<file path="src/rtl/gelato_idecode.sv">
// gelato_idecode
//   Consumer end of the I-Fetch -> I-Decode link. Takes one fetched
//   instruction per cycle, decodes RV32 fields, format and sign-extended
//   immediate at accept time, and buffers the decoded entries in a small
//   FIFO. The FIFO head is presented to the issue stage with valid/ready.
//   flush drops every buffered entry and blocks the in-flight accept.
//
// Ports
//   clk, rst                      clock, asynchronous active-high reset
//   ifetch_valid/pc/warp_num/
//   ifetch_split_table_num/inst   instruction offered by I-Fetch
//   ifetch_consume                combinational pulse: instruction taken
//   flush                         drop all buffered entries
//   dec_valid / dec_ready         head handshake toward issue
//   dec_pc/warp_num/split_table_num, dec_opcode/rd/funct3/rs1/rs2/funct7,
//   dec_fmt/imm/illegal           decoded head entry
module gelato_idecode #(
   parameter int ADDR_WIDTH      = 32,
   parameter int DATA_WIDTH      = 32,
   parameter int WARP_NUM_WIDTH  = 5,
   parameter int SPLIT_NUM_WIDTH = 3,
   parameter int DEPTH           = 2
) (
   input  logic                       clk,
   input  logic                       rst,
   input  logic                       ifetch_valid,
   input  logic [ADDR_WIDTH-1:0]      ifetch_pc,
   input  logic [WARP_NUM_WIDTH-1:0]  ifetch_warp_num,
   input  logic [SPLIT_NUM_WIDTH-1:0] ifetch_split_table_num,
   input  logic [DATA_WIDTH-1:0]      ifetch_inst,
   output logic                       ifetch_consume,
   input  logic                       flush,
   output logic                       dec_valid,
   input  logic                       dec_ready,
   output logic [ADDR_WIDTH-1:0]      dec_pc,
   output logic [WARP_NUM_WIDTH-1:0]  dec_warp_num,
   output logic [SPLIT_NUM_WIDTH-1:0] dec_split_table_num,
   output logic [6:0]                 dec_opcode,
   output logic [4:0]                 dec_rd,
   output logic [2:0]                 dec_funct3,
   output logic [4:0]                 dec_rs1,
   output logic [4:0]                 dec_rs2,
   output logic [6:0]                 dec_funct7,
   output logic [2:0]                 dec_fmt,
   output logic [DATA_WIDTH-1:0]      dec_imm,
   output logic                       dec_illegal
);

   localparam int PTR_W = (DEPTH > 1) ? $clog2(DEPTH) : 1;
   localparam int CNT_W = $clog2(DEPTH + 1);

   localparam logic [2:0] FMT_R   = 3'd0;
   localparam logic [2:0] FMT_I   = 3'd1;
   localparam logic [2:0] FMT_S   = 3'd2;
   localparam logic [2:0] FMT_B   = 3'd3;
   localparam logic [2:0] FMT_U   = 3'd4;
   localparam logic [2:0] FMT_J   = 3'd5;
   localparam logic [2:0] FMT_ILL = 3'd7;

   logic [PTR_W-1:0] wptr, rptr;
   logic [CNT_W-1:0] count;
   logic             full, enq, deq;

   logic [2:0]            fmt_new;
   logic [31:0]           imm32_new;
   logic [DATA_WIDTH-1:0] imm_new;
   logic                  ill_new;

   logic [ADDR_WIDTH-1:0]      mem_pc    [DEPTH];
   logic [WARP_NUM_WIDTH-1:0]  mem_warp  [DEPTH];
   logic [SPLIT_NUM_WIDTH-1:0] mem_split [DEPTH];
   logic [31:0]                mem_inst  [DEPTH];
   logic [2:0]                 mem_fmt   [DEPTH];
   logic [DATA_WIDTH-1:0]      mem_imm   [DEPTH];
   logic                       mem_ill   [DEPTH];

   logic [31:0] head_inst;

   function automatic logic [PTR_W-1:0] ptr_inc(input logic [PTR_W-1:0] p);
      if (p == PTR_W'(DEPTH - 1)) return '0;
      return p + PTR_W'(1);
   endfunction

   assign full      = (count == CNT_W'(DEPTH));
   assign dec_valid = (count != '0);

   // rst gates consume so I-Fetch never sees a take while reset is held.
   assign ifetch_consume = ifetch_valid & ~full & ~flush & ~rst;
   assign enq            = ifetch_consume;
   assign deq            = dec_valid & dec_ready & ~flush;

   always_comb begin
      fmt_new   = FMT_ILL;
      imm32_new = '0;
      ill_new   = 1'b1;
      case (ifetch_inst[6:0])
         7'b0110011: begin
            fmt_new = FMT_R;
            ill_new = 1'b0;
         end
         7'b0010011, 7'b0000011, 7'b1100111, 7'b1110011: begin
            fmt_new   = FMT_I;
            ill_new   = 1'b0;
            imm32_new = {{20{ifetch_inst[31]}}, ifetch_inst[31:20]};
         end
         7'b0100011: begin
            fmt_new   = FMT_S;
            ill_new   = 1'b0;
            imm32_new = {{20{ifetch_inst[31]}}, ifetch_inst[31:25], ifetch_inst[11:7]};
         end
         7'b1100011: begin
            fmt_new   = FMT_B;
            ill_new   = 1'b0;
            imm32_new = {{19{ifetch_inst[31]}}, ifetch_inst[31], ifetch_inst[7],
                         ifetch_inst[30:25], ifetch_inst[11:8], 1'b0};
         end
         7'b0110111, 7'b0010111: begin
            fmt_new   = FMT_U;
            ill_new   = 1'b0;
            imm32_new = {ifetch_inst[31:12], 12'b0};
         end
         7'b1101111: begin
            fmt_new   = FMT_J;
            ill_new   = 1'b0;
            imm32_new = {{11{ifetch_inst[31]}}, ifetch_inst[31], ifetch_inst[19:12],
                         ifetch_inst[20], ifetch_inst[30:21], 1'b0};
         end
         default: begin
            fmt_new   = FMT_ILL;
            ill_new   = 1'b1;
            imm32_new = '0;
         end
      endcase
      imm_new = DATA_WIDTH'($signed(imm32_new));
   end

   always_ff @(posedge clk or posedge rst) begin
      if (rst) begin
         wptr  <= '0;
         rptr  <= '0;
         count <= '0;
      end else if (flush) begin
         wptr  <= '0;
         rptr  <= '0;
         count <= '0;
      end else begin
         if (enq) wptr <= ptr_inc(wptr);
         if (deq) rptr <= ptr_inc(rptr);
         if (enq && !deq)      count <= count + CNT_W'(1);
         else if (!enq && deq) count <= count - CNT_W'(1);
      end
   end

   // Entry storage carries no reset: contents are only observed while valid.
   always_ff @(posedge clk) begin
      if (enq) begin
         mem_pc[wptr]    <= ifetch_pc;
         mem_warp[wptr]  <= ifetch_warp_num;
         mem_split[wptr] <= ifetch_split_table_num;
         mem_inst[wptr]  <= ifetch_inst[31:0];
         mem_fmt[wptr]   <= fmt_new;
         mem_imm[wptr]   <= imm_new;
         mem_ill[wptr]   <= ill_new;
      end
   end

   assign head_inst           = mem_inst[rptr];
   assign dec_pc              = mem_pc[rptr];
   assign dec_warp_num        = mem_warp[rptr];
   assign dec_split_table_num = mem_split[rptr];
   assign dec_fmt             = mem_fmt[rptr];
   assign dec_imm             = mem_imm[rptr];
   assign dec_illegal         = mem_ill[rptr];
   assign dec_opcode          = head_inst[6:0];
   assign dec_rd              = head_inst[11:7];
   assign dec_funct3          = head_inst[14:12];
   assign dec_rs1             = head_inst[19:15];
   assign dec_rs2             = head_inst[24:20];
   assign dec_funct7          = head_inst[31:25];

endmodule

</file>
<file path="config.mk">
export PLATFORM = sky130hd
export DESIGN_NAME = gelato_idecode
export DESIGN_NICKNAME = d
export VERILOG_FILES = /design/src/rtl/gelato_idecode.sv
export SDC_FILE = /design/constraint.sdc
export NUM_CORES = 1
export LEC_CHECK = 0
export CELL_PAD_IN_SITES_DETAIL_PLACEMENT = 1
export CELL_PAD_IN_SITES_GLOBAL_PLACEMENT = 2
export CORE_MARGIN = 5
export CORE_UTILIZATION = 41
export CTS_BUF_LIST = sky130_fd_sc_hd__clkbuf_8
export DETAILED_ROUTE_END_ITERATION = 12
export HOLD_SLACK_MARGIN = 0.15
export PLACE_DENSITY = 0.86
export SETUP_SLACK_MARGIN = 0.4
export SYNTH_ARGS = -nofsm -noshare
export SYNTH_HDL_FRONTEND = slang
export SYNTH_SLANG_ARGS = --single-unit
</file>
<file path="constraint.sdc">
create_clock -name clk -period 18 [get_ports clk]
set_input_delay 2.7 -clock clk [delete_from_list [all_inputs] [get_ports clk]]
set_output_delay 2.7 -clock clk [all_outputs]
set_load 0.01 [all_outputs]
</file>
After elaboration in Yosys (flattened, before gate mapping)
Memory sizes are Yosys's and may differ from the RTL's.
Index checks and enable logic that the tools add are counted.
{ "classes": {"n_mux": 22, "n_eq_ne": 11, "add_sub_neg": 4, "n_reduce_logical": 11, "bitwise": 8} }
{ "ops": {"columns": ["operator", "count"], "rows": [
  ["$pmux W32 S5", 1],
  ["$eq A7 B7 Y1 const B", 4],
  ["$eq A7 B6 Y1 const B", 3],
  ["$pmux W3 S6", 1],
  ["$mux W1", 17],
  ["$eq A7 B5 Y1 const B", 2],
  ["$reduce_or A10 Y1", 1],
  ["$eq A7 B2 Y1 const B", 1],
  ["$mux W2", 3],
  ["$reduce_bool A2 Y1", 3],
  ["$and A1 B1 Y1", 5],
  ["$reduce_or A4 Y1", 1],
  ["$not A1 Y1", 3],
  ["$reduce_bool A3 Y1", 1],
  ["$add A1 B1 Y1 const B", 2],
  ["$add A2 B1 Y2 const B", 1],
  ["$eq A2 B2 Y1 const B", 1],
  ["$logic_and A1 B1 Y1", 2],
  ["$logic_not A1 Y1", 2],
  ["$reduce_or A2 Y1", 1],
  ["$sub A2 B1 Y2 const B", 1]
]} }
{ "totals": {"reg_bits": 4, "ramBits": 216, "memories": 7, "out_inout_bits": 110, "in_bits": 77} }
{ "mem_list": {"columns": ["name", "depth", "word_bits", "read_ports", "rd_ports_with_merged_regs", "write_ports", "line_no", "rtl"], "rows": [
  ["mem_imm", 2, 32, 1, 0, 1, "74", "logic [DATA_WIDTH-1:0] mem_imm [DEPTH];"],
  ["mem_inst", 2, 32, 1, 0, 1, "72", "logic [31:0] mem_inst [DEPTH];"],
  ["mem_pc", 2, 32, 1, 0, 1, "69", "logic [ADDR_WIDTH-1:0] mem_pc [DEPTH];"],
  ["mem_warp", 2, 5, 1, 0, 1, "70", "logic [WARP_NUM_WIDTH-1:0] mem_warp [DEPTH];"],
  ["mem_fmt", 2, 3, 1, 0, 1, "73", "logic [2:0] mem_fmt [DEPTH];"],
  ["mem_split", 2, 3, 1, 0, 1, "71", "logic [SPLIT_NUM_WIDTH-1:0] mem_split [DEPTH];"],
  ["1 more memories", null, null, null, null, null, null, null]
]} }

Longest topological paths before layout
{ "depth": {"ltp_word": 10, "mapped_depth": 6, "mapped_depth_nobuf": 4} }

Worst setup path after synthesis
Ideal clock, no wire load.
{ "synth_timing": {"kind": "in2reg", "from": "in flush", "to": "mem mem_fmt[0][0] (enable)", "stages": 1, "slack_ns": 3.954, "setup_ns": 0.852, "arrival_time_ns": 13.194, "path_cell_list": "nor4_1"} }
{ "synth_via": {"elab_chain_len": 5} }
{ "synth_lines": {"columns": ["item", "line_no", "rtl"], "rows": [
  ["from (decl)", "32", "input logic flush,"],
  ["$not A1 Y1", "88", "assign ifetch_consume = ifetch_valid & ~full & ~flush & ~rst;"],
  ["$and A1 B1 Y1 (2 in a row)", "88", null],
  ["$mux W1", "156", "if (enq) begin"],
  ["$mux W1 (not written as such)", "161", "mem_fmt[wptr] <= fmt_new;"],
  ["to (decl)", "73", null]
]} }
Every way passes these cells.

Worst setup path after layout
{ "layout_timing": {"from": "in rst", "to": "out ifetch_consume"} }
{ "layout_via": {"elab_chain_len": 2} }
{ "layout_lines": {"columns": ["item", "line_no", "rtl"], "rows": [
  ["from (decl)", "25", "input logic rst,"],
  ["$not A1 Y1", "88", null],
  ["$and A1 B1 Y1", "88", null],
  ["to (decl)", "31", "output logic ifetch_consume,"]
]} }
Every way passes these cells.

==> impl_metrics.ini <==
[outcome]
outcome = completed

[clocking]
worstSkewPairLatency_ns = 0.51
cts.htree.levels = 2
clock_path_buffers = 3
cts_setup_buffers = 0
cts_resized = 0
cts_tree = done
cts_sinks = 220
cts-root-buf = clkbuf_8
numCtsBuffers = 38
hold_buffers = 0
cts.clk_slew.worst_paths_ns = 0.05

[floorplan]
die-width_um = 155
dieHeight_um = 155
die_area_sq_um = 24000
rows = 53
core_area_sq_um = 20900
start_util_pct = 41.3
ioPinCount = 187

[timing]
slew_headroom_pct = 25.6
worst_pin_slew_ns = 1.12
period_share_pct = 38.9
maxSlewViolCount = 0
clock.fmax_mhz = 143
finalHoldViolCount = 0
fin_crit_ns = 7.00
finClkSkew_ns = 0.0193
rsz0062_at_grt = false
finalSetupViolCount = 0
tns_ns = 0

[setup_path]
slowest_stage = clkdlybuf4s50_1
cp.required_ns = 15.30
critPathMaxStageDelay_ns = 0.60
cp-startpoint = rst
cpMostUsedCell = clkdlybuf4s50_1
criticalPathCategory = in -> out
path_max_fanout = 6
startpoint_type = input port
cp-end-kind = output port
crit_arrival_ns = 4.30
cp_cell_sequence = clkdlybuf4s50_1 > nand2b_1 > nor3_1 > clkdlybuf4s50_1
rr_startpoint = count[1]

[placement]
placed_area_sq_um = 10800
routabilityCongestion = 0.736
hpwl_um = 13000
io_buffers = 186

[routing]
drt_iter0_markers = 185
vias = 4796
postRouteAntennaNets = 0
remaining_drc_errors = 0
avgViaCountPerCell = 4.98
first_pass_iters = 4
wl_per_cell_um = 20.4
wl_um = 19700

[final_layout]
mostFrequentLayoutCells = edfxtp_1 (216), clkdlybuf4s50_1 (186), mux2_2 (108)
layout_commonest_cell = edfxtp_1
drive_gt1_share_pct = 24.7
syn_to_final_growth_pct = 33.1
fin_util_pct = 55.0
finalNetCount = 739
fin_area_sq_um = 11500
diodes = 0

[yosys]
ys_ff_latch = 220
ys_seq_area_share_pct = 76.4
muxShareOfSynthArea_pct = 14.3
synthAdderAreaFrac_pct = 0
syn-instance-count = 450
syn_area_sq_um = 8620
synth_edf_count = 216
avgSynthCellArea_sq_um = 19.2
ys.flop_type = edfxtp_1
synth-simple-area-share_pct = 3.26
synth_xor_area_share_pct = 0.203
synth_compound_area_share_pct = 4.41
ys_types = 44
syn-num-nets = 527
ys_warn_count = 0
async_flop_share_pct = 1.82
synth_top_family_by_area = multiplexers

[power_and_ir_drop]
power.leakage_nw = 4.00
pwr-share-clk_pct = 37.9
share_comb_of_total_power_pct = 9.6
internal_power_mw = 0.861
power_density_nw_per_um2 = 95.9
seqPwrFrac_pct = 52.5
switching_power_mw = 0.241
peakVddDrop_mv = 0.0652
switching_share_pct = 21.8

[global_route]
grt_max_degree = 80
grt_use_total_pct = 16.1
grt_pass1_wl_um = 30400
grt_pass1_vias = 5462
gr-total-overflow = 0
antenna_found_initial = 0

[hold_path]
worstHoldStart = count[0]
hp-class = reg -> reg

[job]
drv_cap = 0
-- cells in the mapped netlist (all sizes together) (3+ instances only) --
library cell	n	area [sq um]
inv	5	18.8
nor2	7	26.3
buf	18	98.9
a21oi	8	43.8
nor3	3	20.0
a21o	20	150
mux2	108	1220
a22o	4	35.0
or3	4	25.0
nor3b	3	22.5
nor2b	5	31.3
nand2	4	15.0
o21a	3	22.5
and2	7	43.8
o21ai	4	20.0
dfrtp	4	100
edfxtp	216	6490
-- power groups by stage --
stage               Clock [mW]  Combinational [mW]  Sequential (mW)
CTS                      0.432               0.108            0.578
detailed placement           0               0.107            0.589
finish                   0.417               0.106            0.578
global placement             0               0.104            0.588
global route             0.460               0.113            0.579
floorplan                    0              0.0466            0.589
-- per-stage QoR --
stage | setup slack, ns | power [mW] | instances | hold slack [ns]
after floorplan | 3.95 | 0.635 | 450 | 0.529
after detailed placement | 11.02 | 0.696 | 897 | 0.653
after global placement | 11.13 | 0.692 | 897 | 0.575
after global routing | 10.91 | 1.15 | 964 | 0.689
final | 11.00 | 1.10 | 964 | 0.654
after CTS | 11.01 | 1.12 | 964 | 0.661
-- layer usage --
layer | part of all wire (%) | up-vias | track usage [%]
met1 | 39 | 2420 | 18.9
met3 | 5.4 | 36 | 4.14
met2 | 53 | 124 | 28.8
met5 | 0 | - | 0
met4 | 2.5 | 0 | 5.42
li1 | - | 2216 | -
-- sequential cells by signal, indices dropped and copies added, names as in the netlist --
name / count
mem_imm: 64
wptr: 1
mem_pc: 64
rptr: 1
count: 2
mem_inst: 64
mem_fmt: 6
mem_ill: 2
mem_split: 6
mem_warp: 10
-- logic make-up (layout without fill, tap and decap cells) --
logic type | Yosys count | after routing
buffers and inverters | 24 | 263
DFF | 220 | 220
muxes | 110 | 110
xor gates and xnor gates | 2 | 2
and+or+nand+nor | 44 | 44
AOI/OAI and AO/OA | 50 | 50
-- area by class of cell --
cell class,instances,area (sq um)
clock buffer,42,578
inverter,5,18.8
sequential,220,6590
tap,275,344
multi-input combinational,206,1920
clock inverter,25,125
fill,1938,9410
timing repair buffer,191,1900
-- worst max-delay path, delay by kind of cell --
family,cells,cell delay (ns)
and+or+nand+nor,2,0.57
buffers and inverters,2,1.04
-- path summary, 6_finish.rpt --
kind	endpoint	slack, ns	depth (start not counted)
min reg2reg	count[0]	0.65	2
max	ifetch_consume	11.00	4
max in group asynchronous	rptr	15.38	2
min in group asynchronous	rptr	2.44	2
max reg2reg	mem_warp[1][1]	15.20	4
min	count[0]	0.65	2
Power figures use the tool's default switching activity.
